$ cat src/rtl/sm4_key_expansion.sv
// SM4 key expansion: turns a 128-bit master key into the 32 forward-order
// round keys. It computes one round per clock and uses a single S-box layer
// of four byte lookups.
//
// Handshake: the requester pulses key_start_in for one cycle while the block
// is idle (busy_out = 0). A pulse while busy_out = 1 is ignored. When
// key_exp_ready_out = 1, rk_data_out holds a complete schedule, and it stays
// valid until the next accepted start. While ready = 0 the slices may be
// only partly updated.
module sm4_key_expansion (
  input  logic          clk,
  input  logic          reset_n,
  input  logic [127:0]  key_in,
  input  logic          key_start_in,
  output logic          busy_out,
  output logic          key_exp_ready_out,
  output logic [1023:0] rk_data_out
);

  typedef enum logic {IDLE = 1'b0, EXPAND = 1'b1} state_t;

  localparam logic [127:0] FK = 128'hA3B1BAC6_56AA3350_677D9197_B27022DC;

  localparam logic [7:0] SBOX [256] = '{
    8'hd6, 8'h90, 8'he9, 8'hfe, 8'hcc, 8'he1, 8'h3d, 8'hb7, 8'h16, 8'hb6, 8'h14, 8'hc2, 8'h28, 8'hfb, 8'h2c, 8'h05,
    8'h2b, 8'h67, 8'h9a, 8'h76, 8'h2a, 8'hbe, 8'h04, 8'hc3, 8'haa, 8'h44, 8'h13, 8'h26, 8'h49, 8'h86, 8'h06, 8'h99,
    8'h9c, 8'h42, 8'h50, 8'hf4, 8'h91, 8'hef, 8'h98, 8'h7a, 8'h33, 8'h54, 8'h0b, 8'h43, 8'hed, 8'hcf, 8'hac, 8'h62,
    8'he4, 8'hb3, 8'h1c, 8'ha9, 8'hc9, 8'h08, 8'he8, 8'h95, 8'h80, 8'hdf, 8'h94, 8'hfa, 8'h75, 8'h8f, 8'h3f, 8'ha6,
    8'h47, 8'h07, 8'ha7, 8'hfc, 8'hf3, 8'h73, 8'h17, 8'hba, 8'h83, 8'h59, 8'h3c, 8'h19, 8'he6, 8'h85, 8'h4f, 8'ha8,
    8'h68, 8'h6b, 8'h81, 8'hb2, 8'h71, 8'h64, 8'hda, 8'h8b, 8'hf8, 8'heb, 8'h0f, 8'h4b, 8'h70, 8'h56, 8'h9d, 8'h35,
    8'h1e, 8'h24, 8'h0e, 8'h5e, 8'h63, 8'h58, 8'hd1, 8'ha2, 8'h25, 8'h22, 8'h7c, 8'h3b, 8'h01, 8'h21, 8'h78, 8'h87,
    8'hd4, 8'h00, 8'h46, 8'h57, 8'h9f, 8'hd3, 8'h27, 8'h52, 8'h4c, 8'h36, 8'h02, 8'he7, 8'ha0, 8'hc4, 8'hc8, 8'h9e,
    8'hea, 8'hbf, 8'h8a, 8'hd2, 8'h40, 8'hc7, 8'h38, 8'hb5, 8'ha3, 8'hf7, 8'hf2, 8'hce, 8'hf9, 8'h61, 8'h15, 8'ha1,
    8'he0, 8'hae, 8'h5d, 8'ha4, 8'h9b, 8'h34, 8'h1a, 8'h55, 8'had, 8'h93, 8'h32, 8'h30, 8'hf5, 8'h8c, 8'hb1, 8'he3,
    8'h1d, 8'hf6, 8'he2, 8'h2e, 8'h82, 8'h66, 8'hca, 8'h60, 8'hc0, 8'h29, 8'h23, 8'hab, 8'h0d, 8'h53, 8'h4e, 8'h6f,
    8'hd5, 8'hdb, 8'h37, 8'h45, 8'hde, 8'hfd, 8'h8e, 8'h2f, 8'h03, 8'hff, 8'h6a, 8'h72, 8'h6d, 8'h6c, 8'h5b, 8'h51,
    8'h8d, 8'h1b, 8'haf, 8'h92, 8'hbb, 8'hdd, 8'hbc, 8'h7f, 8'h11, 8'hd9, 8'h5c, 8'h41, 8'h1f, 8'h10, 8'h5a, 8'hd8,
    8'h0a, 8'hc1, 8'h31, 8'h88, 8'ha5, 8'hcd, 8'h7b, 8'hbd, 8'h2d, 8'h74, 8'hd0, 8'h12, 8'hb8, 8'he5, 8'hb4, 8'hb0,
    8'h89, 8'h69, 8'h97, 8'h4a, 8'h0c, 8'h96, 8'h77, 8'h7e, 8'h65, 8'hb9, 8'hf1, 8'h09, 8'hc5, 8'h6e, 8'hc6, 8'h84,
    8'h18, 8'hf0, 8'h7d, 8'hec, 8'h3a, 8'hdc, 8'h4d, 8'h20, 8'h79, 8'hee, 8'h5f, 8'h3e, 8'hd7, 8'hcb, 8'h39, 8'h48
  };

  state_t      state, state_nxt;
  logic [4:0]  cnt;
  logic [31:0] k0, k1, k2, k3;
  logic [31:0] ck, x, b, rk_new;
  logic [7:0]  ck_base;

  assign busy_out = (state == EXPAND);

  // State register.
  always_ff @(posedge clk or negedge reset_n) begin
    if (!reset_n) state <= IDLE;
    else          state <= state_nxt;
  end

  // Next-state logic: a start is accepted only from IDLE; leave EXPAND after round 31.
  always_comb begin
    state_nxt = state;
    case (state)
      IDLE:    if (key_start_in) state_nxt = EXPAND;
      EXPAND:  if (cnt == 5'd31) state_nxt = IDLE;
      default: state_nxt = IDLE;
    endcase
  end

  // Round function: CK generated on the fly (byte j = (4i+j)*7 mod 256), then S-box and linear mix.
  always_comb begin
    ck_base = {1'b0, cnt, 2'b00};
    ck[31:24] = 8'((ck_base + 8'd0) * 8'd7);
    ck[23:16] = 8'((ck_base + 8'd1) * 8'd7);
    ck[15:8]  = 8'((ck_base + 8'd2) * 8'd7);
    ck[7:0]   = 8'((ck_base + 8'd3) * 8'd7);
    x = k1 ^ k2 ^ k3 ^ ck;
    b = {SBOX[x[31:24]], SBOX[x[23:16]], SBOX[x[15:8]], SBOX[x[7:0]]};
    rk_new = k0 ^ b ^ {b[18:0], b[31:19]} ^ {b[8:0], b[31:9]};
  end

  // Datapath: load the K window at start, then write one round key slice per cycle.
  always_ff @(posedge clk or negedge reset_n) begin
    if (!reset_n) begin
      cnt               <= '0;
      k0                <= '0;
      k1                <= '0;
      k2                <= '0;
      k3                <= '0;
      rk_data_out       <= '0;
      key_exp_ready_out <= 1'b0;
    end else if (state == IDLE) begin
      if (key_start_in) begin
        {k0, k1, k2, k3}  <= key_in ^ FK;
        cnt               <= '0;
        key_exp_ready_out <= 1'b0;
      end
    end else begin
      rk_data_out[{cnt, 5'd0} +: 32] <= rk_new;
      {k0, k1, k2, k3} <= {k1, k2, k3, rk_new};
      cnt              <= cnt + 5'd1;
      if (cnt == 5'd31) key_exp_ready_out <= 1'b1;
    end
  end

endmodule

$ cat config.mk
export PLATFORM = sky130hd
export DESIGN_NAME = sm4_key_expansion
export DESIGN_NICKNAME = d
export VERILOG_FILES = /design/src/rtl/sm4_key_expansion.sv
export SDC_FILE = /design/constraint.sdc
export NUM_CORES = 2
export LEC_CHECK = 0
export CAP_MARGIN = 20
export CORE_AREA = 4 4 446 448
export CTS_BUF_LIST = sky130_fd_sc_hd__clkbuf_2 sky130_fd_sc_hd__clkbuf_4 sky130_fd_sc_hd__clkbuf_8
export CTS_CLUSTER_SIZE = 20
export DETAILED_ROUTE_END_ITERATION = 12
export DIE_AREA = 0 0 450 452
export HOLD_SLACK_MARGIN = 0.12
export PLACE_DENSITY = 0.55
export SLEW_MARGIN = 20
export SYNTH_ARGS = -nofsm -noshare
export SYNTH_HDL_FRONTEND = slang
export SYNTH_SLANG_ARGS = --single-unit
$ cat constraint.sdc
create_clock -name clk -period 6.2 [get_ports clk]
set_input_delay 0.93 -clock clk [delete_from_list [all_inputs] [get_ports clk]]
set_output_delay 0.93 -clock clk [all_outputs]
set_load 0.01 [all_outputs]
==> flow_summary.json <==
{
  "synth_warnings": 0,
  "final.min_clock_period_ps": 6090,
  "crit_chain": "buf_4 -> inv_1 -> ha_1 -> xnor2_4 -> buf_4 -> xor2_4 -> buf_12 -> buf_4 -> nand2_1 -> a311o_1 -> a311o_1 -> o22ai_1 -> xnor2_1 -> xnor2_2 -> buf_12 -> o21ai_0",
  "route.met3.wl_um": 28700,
  "syn-cell-area_um2": 57900,
  "syn-num-nets": 6217,
  "antenna_left": 0,
  "status": "finished clean",
  "synth_xor_area_share_pct": 4.03,
  "numCtsBuffers": 200,
  "synth-edff-count": 0,
  "post-synth-top-count-cell": "dfrtp_1",
  "synthSimpleGateAreaFrac_pct": 11.7,
  "crit_required_ps": 6990,
  "ys_ff_latch": 1159,
  "synth_top_area_share_pct": 50.1,
  "dieArea_um2": 203000,
  "slowest_delay_ps": 590,
  "setup_viol": 0,
  "insertion_delay_ps": 990,
  "arrival_ps": 6880,
  "synthAdderAreaFrac_pct": 1.18,
  "async_flop_share_pct": 100,
  "r2r_end": "rk_data_out[223]$_DFFE_PN0P_",
  "cpMostUsedCell": "buf_4",
  "cts-root-buf": "clkbuf_8",
  "io_buffer_count": 1156,
  "wirelength_um": 361000,
  "hpwl_um": 263000,
  "synth_top_family_by_area": "compound AO/OA/AOI/OAI gates",
  "worst-setup-path-type": "reg -> reg",
  "grt.overflow.total": 0,
  "synth_area_per_cell_um2": 9.59,
  "routedWlPerCell_um": 36.0,
  "vias": 58500,
  "synth.distinct_cells": 94,
  "cpMaxStageDelayCell": "xnor2_2",
  "initial_core_util_pct": 29.8,
  "fillCellCount": 19300,
  "h-tree-depth": 4,
  "layout.nets": 7513,
  "wl_met1_um": 140000,
  "timing.rr.start": "cnt[0]$_DFFE_PN0P_",
  "dr.pass1.iters": 8,
  "tightest_slew_ps": 1160,
  "min_period_over_period_pct": 98.2,
  "die_w_um": 450,
  "yosys-top-cells-area": "dfrtp_1 (50%), o21ai_0 (7.9%), nand2_1 (6.8%)",
  "core_um2": 195000,
  "viasPerCell": 5.83,
  "grt_pass1_vias": 56800,
  "drive_above_1_share_pct": 15.6,
  "antenna_found_initial": 31,
  "grt_max_degree": 169,
  "drtIter0Drc": 6408,
  "cts_sinks": 1159,
  "drcViolationCount": 0,
  "synth-compound-area-share_pct": 23.9,
  "cts_tree": "built",
  "synth.area.mux_share_pct": 4.45,
  "place_ws_ps": 96.5,
  "skew_ps": 79.2,
  "yosys.area.top_type": "dfrtp_1",
  "place_congestion": 0.954,
  "fp.dieH_um": 452,
  "timing.fmax_ghz": 0.164,
  "grt_use_total_pct": 34.1,
  "clock_path_buffers": 3,
  "path_max_fanout": 40,
  "dr.max_layer_used": "met5",
  "clk_pin_slew_ps": 60,
  "synth_top_cells_by_count": "dfrtp_1 (1,159), nand2_1 (1,042), o21ai_0 (919)",
  "synth-main-ff-cell": "dfrtp_1",
  "rows": 162,
  "syn_inst": 6035,
  "slew_viol_final": 0,
  "end_kind": "flip-flop",
  "cap_violations": 0,
  "setup_ws_ps": 110,
  "yosysSeqAreaShare_pct": 50.1,
  "start_kind": "flip-flop",
  "utilization_pct": 41.3,
  "hold_path.class": "in -> async",
  "dr_wl_met2_um": 171000,
  "grt_pass1_wl_um": 491000,
  "hold_viol_final": 0,
  "fin_tns_setup_ps": 0,
  "r2r_slack_ps": 110,
  "reg2reg_depth": 16,
  "slew_headroom_pct": 22.6,
  "area_growth_pct": 38.8,
  "io_pins": 1157
}
==> layer usage <==
layer	vias up	global-route usage, %
met5	-	0
met3	673	7.54
met1	30000	42.2
met2	3271	56.0
met4	2	17.5
li1	24500	-
==> area by class of cell <==
class	instances	area (um^2)	area share (%)
tap	2542	3180	3.96
timing repair buffer	1682	16800	20.9
inverter	29	109	0.135
multi-input combinational	4259	27000	33.6
clock buffer	310	3880	4.83
antenna	14	35.0	0.0436
sequential	1159	29000	36.1
clock inverter	32	384	0.478
==> kinds of logic (layout without fill, tap and decap cells) <==
kind of cell / after synthesis / count (layout)
compound gates: 2120 / 2120
xor+xnor: 210 / 210
fa+ha+maj: 51 / 51
buf+inv: 617 / 2053
flops: 1159 / 1159
mux: 233 / 233
other cells: 0 / 14
simple gates: 1645 / 1645
==> cell usage in the layout, fill, tap and decap left out, types with 14 or more instances in the layout <==
| cell type | synthesis | routed |
|---|---|---|
| dfrtp_1 | 1159 | 1158 |
| clkdlybuf4s50_1 | 0 | 1154 |
| nand2_1 | 1042 | 1035 |
| o21ai_0 | 919 | 919 |
| buf_4 | 37 | 424 |
| a22o_1 | 341 | 341 |
| nor2_1 | 261 | 255 |
| clkbuf_8 | 0 | 249 |
| a21oi_1 | 229 | 229 |
| mux2_2 | 137 | 137 |
| nand3_1 | 125 | 106 |
| buf_12 | 0 | 99 |
| mux2i_1 | 90 | 90 |
| xnor2_1 | 123 | 86 |
| nor3_1 | 92 | 81 |
| a31oi_1 | 79 | 79 |
| a211oi_1 | 63 | 63 |
| o211ai_1 | 63 | 63 |
| clkbuf_4 | 0 | 62 |
| a311oi_1 | 51 | 51 |
| nand4_1 | 45 | 45 |
| xnor2_2 | 10 | 43 |
| ha_1 | 45 | 43 |
| o22ai_1 | 37 | 37 |
| xor2_1 | 47 | 36 |
| a221oi_1 | 36 | 36 |
| o311ai_0 | 29 | 29 |
| o221ai_1 | 25 | 25 |
| o31ai_1 | 24 | 24 |
| a2111oi_0 | 27 | 24 |
| inv_1 | 24 | 23 |
| a21o_1 | 21 | 21 |
| o32ai_1 | 18 | 18 |
| nand3_2 | 0 | 18 |
| o2111ai_1 | 17 | 17 |
| nor4_1 | 15 | 15 |
| diode_2 | 0 | 14 |
==> per-stage QoR <==
step	std cells	cell area (um^2)	hold slack, ps
floorplan	6035	57900	468
global placement	9668	76000	461
detailed placement	9670	76000	469
CTS	10000	80300	426
global route	10000	80300	490
finish	10000	80300	474
==> sequential cells by signal, indices dropped and copies added, names as in the netlist <==
name,flops
k3,32
k2,32
k1,32
rk_data_out,1024
busy_out,1
k0,32
key_exp_ready_out,1
cnt,5
==> critical path: cells and delay by family (launching register included) <==
| kind | cells | cell delay [ps] |
|---|---|---|
| xor+xnor | 4 | 1920 |
| buf+inv | 6 | 1540 |
| compound gates | 4 | 1370 |
| flops | 1 | 380 |
| fa+ha+maj | 1 | 370 |
| simple gates | 1 | 290 |
==> worst max path at each step <==
stage                       startpoint                           end  slack [ps]  cells past startpoint
finish              cnt[0]$_DFFE_PN0P_  rk_data_out[223]$_DFFE_PN0P_         110                     16
global route        cnt[0]$_DFFE_PN0P_  rk_data_out[383]$_DFFE_PN0P_          -6                     16
CTS                 cnt[1]$_DFFE_PN0P_  rk_data_out[223]$_DFFE_PN0P_         150                     15
detailed placement  cnt[1]$_DFFE_PN0P_  rk_data_out[223]$_DFFE_PN0P_         100                     15
global placement    cnt[1]$_DFFE_PN0P_  rk_data_out[191]$_DFFE_PN0P_         -60                     15
floorplan           cnt[1]$_DFFE_PN0P_  rk_data_out[283]$_DFFE_PN0P_        1220                     17
==> repair_timing <==
action	in CTS	in global routing
hold buffers	1	0
buffers inserted	0	0
endpoints found under the hold margin	76	0
resized for setup	0	2
endpoints found under the setup margin	0	2
Power is not shown: default switching activity piles up to over one toggle a cycle in this logic, so the estimate is an artifact.
